===== src/rtl/rx_link_supervisor_if.sv =====
// Bundle of the receive-side status inputs and the gated drive outputs of the
// optical link supervisor; clock and reset stay plain ports on the module.
interface rx_link_supervisor_if;
    logic       i_sfp_los;
    logic       i_my_lock;
    logic       i_rx_lock;
    logic       i_frame_stb;
    logic [3:0] i_data;
    logic [3:0] o_data;
    logic       o_gate_en;
    logic [1:0] o_state;
    logic       o_fault;
    logic [7:0] o_fault_cnt;

    modport master (
        output i_sfp_los, i_my_lock, i_rx_lock, i_frame_stb, i_data,
        input  o_data, o_gate_en, o_state, o_fault, o_fault_cnt
    );

    modport slave (
        input  i_sfp_los, i_my_lock, i_rx_lock, i_frame_stb, i_data,
        output o_data, o_gate_en, o_state, o_fault, o_fault_cnt
    );
endinterface


===== src/rtl/rx_link_supervisor.sv =====
// Link supervisor: sequences IDLE -> ACQUIRE -> RUN -> FAULT and only lets the
// decoded drive bits through to the gate drivers while the link is healthy.
module rx_link_supervisor #(
    parameter int WDT_CYC     = 90,
    parameter int LOCK_FRAMES = 16,
    parameter int HOLDOFF_CYC = 60000
) (
    input  logic                 i_clk,
    input  logic                 i_res_n,
    rx_link_supervisor_if.slave  link
);

    localparam int WDT_W = $clog2(WDT_CYC + 1);
    localparam int GF_W  = $clog2(LOCK_FRAMES + 1);
    localparam int HO_W  = $clog2(HOLDOFF_CYC + 1);

    localparam logic [WDT_W-1:0] WDT_MAX = WDT_W'(WDT_CYC);
    localparam logic [GF_W-1:0]  GF_MAX  = GF_W'(LOCK_FRAMES);
    localparam logic [HO_W-1:0]  HO_LAST = HO_W'(HOLDOFF_CYC - 1);

    typedef enum logic [1:0] {
        S_IDLE  = 2'd0,
        S_ACQ   = 2'd1,
        S_RUN   = 2'd2,
        S_FAULT = 2'd3
    } state_t;

    state_t           state_q, state_d;
    logic             los_meta_q, los_sync_q;
    logic [WDT_W-1:0] wdt_q, wdt_d;
    logic [GF_W-1:0]  gf_q, gf_d;
    logic [HO_W-1:0]  ho_q, ho_d;
    logic [3:0]       data_q, data_d;
    logic             gate_q, gate_d;
    logic             fault_q, fault_d;
    logic [7:0]       fcnt_q, fcnt_d;

    logic             loss;
    logic             good_stb;
    logic             fault_entry;

    // NOTE: the synchronizer resets to "LOS asserted" so the link is treated as
    // dark until two clean samples of the real pin have been taken.
    always_ff @(posedge i_clk or negedge i_res_n) begin
        if (!i_res_n) begin
            los_meta_q <= 1'b1;
            los_sync_q <= 1'b1;
        end else begin
            los_meta_q <= link.i_sfp_los;
            los_sync_q <= los_meta_q;
        end
    end

    // A strobe with the remote lock flag low is a loss, never a data update.
    assign loss     = los_sync_q | ~link.i_my_lock | (wdt_q == WDT_MAX)
                    | (link.i_frame_stb & ~link.i_rx_lock);
    assign good_stb = link.i_frame_stb & link.i_rx_lock;

    // NOTE: every variable gets a default before the case so no path can leave
    // one unassigned and infer a latch.
    always_comb begin
        state_d = state_q;
        gf_d    = '0;
        ho_d    = '0;
        data_d  = '0;
        case (state_q)
            S_IDLE: begin
                if (!los_sync_q && link.i_my_lock) state_d = S_ACQ;
            end
            S_ACQ: begin
                gf_d = gf_q;
                if (loss) begin
                    state_d = S_FAULT;
                end else if (good_stb) begin
                    if (gf_q != GF_MAX) gf_d = gf_q + 1'b1;
                    if (gf_d == GF_MAX) state_d = S_RUN;
                end
            end
            S_RUN: begin
                data_d = data_q;
                if (loss) begin
                    state_d = S_FAULT;
                    data_d  = '0;
                end else if (good_stb) begin
                    data_d = link.i_data;
                end
            end
            S_FAULT: begin
                // Loss is ignored here: the holdoff always runs to completion.
                if (ho_q == HO_LAST) state_d = S_IDLE;
                else                 ho_d    = ho_q + 1'b1;
            end
            default: state_d = S_IDLE;
        endcase

        if ((state_d != state_q) || link.i_frame_stb ||
            !(state_q inside {S_ACQ, S_RUN}))
            wdt_d = '0;
        else if (wdt_q != WDT_MAX)
            wdt_d = wdt_q + 1'b1;
        else
            wdt_d = wdt_q;

        gate_d      = (state_d == S_RUN);
        fault_entry = (state_d == S_FAULT) && (state_q != S_FAULT);
        fault_d     = fault_q | fault_entry;
        fcnt_d      = (fault_entry && fcnt_q != 8'hFF) ? fcnt_q + 8'd1 : fcnt_q;
    end

    // NOTE: state registers use non-blocking assignments so every flop samples
    // the pre-edge values regardless of statement order.
    always_ff @(posedge i_clk or negedge i_res_n) begin
        if (!i_res_n) begin
            state_q <= S_IDLE;
            wdt_q   <= '0;
            gf_q    <= '0;
            ho_q    <= '0;
            data_q  <= '0;
            gate_q  <= 1'b0;
            fault_q <= 1'b0;
            fcnt_q  <= '0;
        end else begin
            state_q <= state_d;
            wdt_q   <= wdt_d;
            gf_q    <= gf_d;
            ho_q    <= ho_d;
            data_q  <= data_d;
            gate_q  <= gate_d;
            fault_q <= fault_d;
            fcnt_q  <= fcnt_d;
        end
    end

    assign link.o_data      = data_q;
    assign link.o_gate_en   = gate_q;
    assign link.o_state     = state_q;
    assign link.o_fault     = fault_q;
    assign link.o_fault_cnt = fcnt_q;

endmodule


===== src/flat_wrapper.sv =====
// flat-port wrapper written by rule: the top's interface ports become plain ports
module rx_link_supervisor_flat 
#(
    parameter int WDT_CYC     = 90,
    parameter int LOCK_FRAMES = 16,
    parameter int HOLDOFF_CYC = 60000
)
  (i_clk, i_res_n, link_i_sfp_los, link_i_my_lock, link_i_rx_lock, link_i_frame_stb, link_i_data, link_o_data, link_o_gate_en, link_o_state, link_o_fault, link_o_fault_cnt);
  rx_link_supervisor_if link_i ();
  input  logic i_clk;
  input  logic i_res_n;
  input wire logic [$bits(link_i.i_sfp_los)-1:0] link_i_sfp_los;
  input wire logic [$bits(link_i.i_my_lock)-1:0] link_i_my_lock;
  input wire logic [$bits(link_i.i_rx_lock)-1:0] link_i_rx_lock;
  input wire logic [$bits(link_i.i_frame_stb)-1:0] link_i_frame_stb;
  input wire logic [$bits(link_i.i_data)-1:0] link_i_data;
  output wire logic [$bits(link_i.o_data)-1:0] link_o_data;
  output wire logic [$bits(link_i.o_gate_en)-1:0] link_o_gate_en;
  output wire logic [$bits(link_i.o_state)-1:0] link_o_state;
  output wire logic [$bits(link_i.o_fault)-1:0] link_o_fault;
  output wire logic [$bits(link_i.o_fault_cnt)-1:0] link_o_fault_cnt;
  assign link_i.i_sfp_los = link_i_sfp_los;
  assign link_i.i_my_lock = link_i_my_lock;
  assign link_i.i_rx_lock = link_i_rx_lock;
  assign link_i.i_frame_stb = link_i_frame_stb;
  assign link_i.i_data = link_i_data;
  assign link_o_data = link_i.o_data;
  assign link_o_gate_en = link_i.o_gate_en;
  assign link_o_state = link_i.o_state;
  assign link_o_fault = link_i.o_fault;
  assign link_o_fault_cnt = link_i.o_fault_cnt;
  rx_link_supervisor #(.WDT_CYC(WDT_CYC), .LOCK_FRAMES(LOCK_FRAMES), .HOLDOFF_CYC(HOLDOFF_CYC)) u_core (.i_clk(i_clk), .i_res_n(i_res_n), .link(link_i));
endmodule

===== config.mk =====
export PLATFORM = sky130hd
export DESIGN_NAME = rx_link_supervisor_flat
export DESIGN_NICKNAME = d
export VERILOG_FILES = /design/src/rtl/rx_link_supervisor_if.sv /design/src/rtl/rx_link_supervisor.sv /design/src/flat_wrapper.sv
export SDC_FILE = /design/constraint.sdc
export NUM_CORES = 1
export LEC_CHECK = 0
export BUFFER_PORTS_ARGS = -buffer_cell sky130_fd_sc_hd__buf_2
export CORE_ASPECT_RATIO = 1.1
export CORE_MARGIN = 2
export CORE_UTILIZATION = 60
export CTS_BUF_LIST = sky130_fd_sc_hd__clkbuf_4 sky130_fd_sc_hd__clkbuf_8
export CTS_CLUSTER_DIAMETER = 60
export CTS_CLUSTER_SIZE = 40
export DETAILED_ROUTE_END_ITERATION = 10
export PLACE_DENSITY_LB_ADDON = 0.08
export SLEW_MARGIN = 20
export SYNTH_ARGS = -nofsm -noshare
export SYNTH_HDL_FRONTEND = slang
export SYNTH_SLANG_ARGS = --single-unit

===== constraint.sdc =====
create_clock -name i_clk -period 3.9 [get_ports i_clk]
set_input_delay 0.195 -clock i_clk [delete_from_list [all_inputs] [get_ports i_clk]]
set_output_delay 0.195 -clock i_clk [all_outputs]
set_load 0.02 [all_outputs]

==> results.sh <==
export IMPL_status="complete, no violations"
export IMPL_critical_path_class="reg -> reg"
export IMPL_synth_seq_cells=46
export IMPL_final_max_slew_viol_count=0
export IMPL_muxShareOfSynthArea_pct=1.79
export IMPL_power_share_sequential_pct=42.2
export IMPL_start_kind="flip-flop"
export IMPL_grt_setup_unrepaired="false"
export IMPL_wl_um=4230
export IMPL_rows=23
export IMPL_core_region_area_mm2=0.00371
export IMPL_syn_area_per_cell_um2=10.2
export IMPL_syn_area_mm2=0.00237
export IMPL_finalSetupViolations=0
export IMPL_post_route_period_util_pct=69.8
export IMPL_synthTopCellsByArea="dfrtp_1 46%, xor2_1 5.5%, ha_1 5.3%, nor2_1 4.9%, xnor2_1 4.8%"
export IMPL_skew_ps=5.40
export IMPL_wl_per_cell_um=13.3
export IMPL_synthAdderAreaFrac_pct=5.27
export IMPL_grt_start_max_net_pins=47
export IMPL_async_reset_ff_share_pct=100
export IMPL_power_density_mw_per_mm2=530
export IMPL_clockBufferDepth=2
export IMPL_period_needed_ps=2720
export IMPL_nets=286
export IMPL_area_growth_pct=12.8
export IMPL_hp_class="in -> reg"
export IMPL_postSynthCellCount=233
export IMPL_drtIter0Drc=76
export IMPL_synth_edff_count=0
export IMPL_crit_chain="inv_1, ha_1, and3b_2, mux2i_1, a2111oi_4, o211ai_2, nor4_4, mux2_2"
export IMPL_slowest_stage="nor4_4"
export IMPL_path_clk_slew_ps=80
export IMPL_synth_main_ff_cell="dfrtp_1"
export IMPL_cp_required_ps=4090
export IMPL_antenna_cells=0
export IMPL_htreeDepth=2
export IMPL_yosys_area_top_type_share_pct=46.4
export IMPL_maxCapViolCount=0
export IMPL_cts_root_buf="clkbuf_8"
export IMPL_final_common_cell="dfrtp_1"
export IMPL_crit_buf_inv=1
export IMPL_layout_cells_non_filler=317
export IMPL_ir_drop_v=0.000527
export IMPL_final_cell_mix="44 x dfrtp_1, 31 x nor2_1, 24 x buf_2, 19 x nand3_1"
export IMPL_die_height_um=70.0
export IMPL_yosysWarnings=0
export IMPL_max_stage_delay_ps=470
export IMPL_numPortBuffers=25
export IMPL_yosys_area_top_type="dfrtp_1"
export IMPL_power_leakage_nw=1.18
export IMPL_ant_nets=0
export IMPL_die_w_um=64.0
export IMPL_crit_arrival_ps=2910
export IMPL_worst_pin_slew_ps=781
export IMPL_setup_tns_ps=0
export IMPL_dp_hpwl_um=3040
export IMPL_die_area_mm2=0.00448
export IMPL_relSlewSlack_pct=47.5
export IMPL_internal_power_mw=0.874
export IMPL_gp_congestion=0.899
export IMPL_io_pins=26
export IMPL_crit_path_max_fanout=8
export IMPL_clk_latency_ps=300
export IMPL_p_clk_share_pct=21.3
export IMPL_grt_pass1_vias=1627
export IMPL_antenna_found_initial=0
export IMPL_synth_xor_area_share_pct=10.3
export IMPL_vias=1749
export IMPL_grt_usage_pct=20.8
export IMPL_remaining_drc_errors=0
export IMPL_first_pass_iters=4
export IMPL_crit_family="simple AND/OR/NAND/NOR gates"
export IMPL_synthesis_nets=253
export IMPL_switching_share_pct=38.4
export IMPL_yosysSeqAreaShare_pct=48.6
export IMPL_critPathCaptureType="flip-flop"
export IMPL_tritoncts="built"
export IMPL_initial_core_util_pct=64.0
export IMPL_drive_above_1_share_pct=16.9
export IMPL_pwr_share_comb_pct=36.5
export IMPL_synth_cell_type_count=40
export IMPL_dpl_cell_count=307
export IMPL_synth_compound_area_share_pct=8.90
export IMPL_clock_sinks=46
export IMPL_synthSimpleGateAreaFrac_pct=23.2
export IMPL_timing_hold_violations_final=0
export IMPL_max_freq_ghz=0.368
export IMPL_p_switching_mw=0.546
export IMPL_cts_buffers=5
export IMPL_avgViaCountPerCell=5.52
export IMPL_synth_top_family_by_area="simple AND/OR/NAND/NOR gates"
export IMPL_overflow=0
export IMPL_grt_pass1_wl_um=7430
-- synthesized netlist by cell type (2+ instances only) --
| master | count |
|---|---|
| dfstp_2 | 2 |
| ha_1 | 10 |
| inv_1 | 10 |
| and3_1 | 6 |
| nand2b_1 | 2 |
| and4_1 | 2 |
| dfrtp_1 | 44 |
| and2_1 | 5 |
| xor2_1 | 15 |
| mux2i_1 | 2 |
| nor3_1 | 4 |
| o31ai_1 | 2 |
| mux2_2 | 2 |
| nand3_1 | 19 |
| nor2_1 | 31 |
| xnor2_1 | 13 |
| or4_1 | 2 |
| nor2b_1 | 2 |
| or3_1 | 4 |
| nand2_1 | 15 |
| nand4_1 | 9 |
| o21ai_0 | 5 |
| a21oi_1 | 10 |
-- per-stage QoR --
| step | power [mW] | worst slack (ps) | hold slack [ps] | utilization (%) | cell area, um^2 |
|---|---|---|---|---|---|
| after floorplan | 0.974 | 1400 | -101 | - | 2370 |
| after global placement | 1.12 | 1270 | 301 | 69.0 | 2560 |
| after detailed placement | 1.13 | 1210 | 306 | 69.0 | 2560 |
| after CTS | 1.43 | 1200 | 94.2 | 71.8 | 2670 |
| after global routing | 1.51 | 1010 | 161 | 72.2 | 2680 |
| final | 1.42 | 1180 | 151 | 72.2 | 2680 |
-- power groups by stage --
| stage | Combinational (mW) | Sequential, mW | Clock, mW |
|---|---|---|---|
| finish | 0.518 | 0.599 | 0.302 |
| CTS | 0.521 | 0.600 | 0.310 |
| global placement | 0.511 | 0.605 | 0 |
| floorplan | 0.327 | 0.647 | 0 |
| detailed placement | 0.518 | 0.609 | 0 |
| global route | 0.573 | 0.610 | 0.326 |
-- final cells by class --
| type | count | area, um^2 |
|---|---|---|
| Fill cell | 264 | 1030 |
| Inverter | 10 | 37.5 |
| Sequential cell | 46 | 1150 |
| Clock inverter | 1 | 5.00 |
| Clock buffer | 7 | 90.1 |
| Timing Repair Buffer | 28 | 155 |
| Multi-Input combinational cell | 175 | 1170 |
| Tap cell | 50 | 62.6 |
-- flip-flops by register name, indices dropped and copies added, names as in the netlist --
register	cells
u_core.wdt_q	7
u_core.link.o_fault	1
u_core.los_meta_q	1
u_core.gf_q	5
u_core.link.o_data	4
u_core.link.o_state	2
u_core.link.o_gate_en	1
u_core.link.o_fault_cnt	8
u_core.los_sync_q	1
u_core.ho_q	16
-- cell families after synthesis --
logic type / after synthesis
adders and majority gates: 10
muxes: 4
buffers and inverters: 12
DFF: 46
and+or+nand+nor: 106
xor gates and xnor gates: 28
AOI/OAI and AO/OA: 27
-- tightest hold or removal path, stage by stage --
cell	delay, ps
buf_2	100
nand3_1	70
a21oi_1	60
-- metal layers --
layer  vias to the layer above  global-route usage [%]  part of all wire (%)
met5                         -                       0                     0
met4                         0                    5.80                   1.2
met3                         5                    4.83                   3.6
met2                        31                    33.2                    46
met1                       834                    28.4                    49
li1                        879                       -                     -
-- final timing paths --
kind	slack, ps	from	end	depth (start not counted)
max	1180	u_core.gf_q[0]	u_core.link.o_fault_cnt[1]	8
min	150	link_i_data[0]	u_core.link.o_data[0]	3
max reg2reg	1180	u_core.gf_q[0]	u_core.link.o_fault_cnt[1]	8
min reg2reg	360	u_core.los_meta_q	u_core.los_sync_q	0
max in group asynchronous	3080	i_res_n	u_core.ho_q[11]	2
min in group asynchronous	430	i_res_n	u_core.gf_q[4]	2
-- what timing repair did --
action                                 CTS  global route
hold buffers                             1             1
buffers inserted                         0             0
resized for setup                        0             0
endpoints found under the hold margin    1            44
Power figures use the tool's default switching activity.
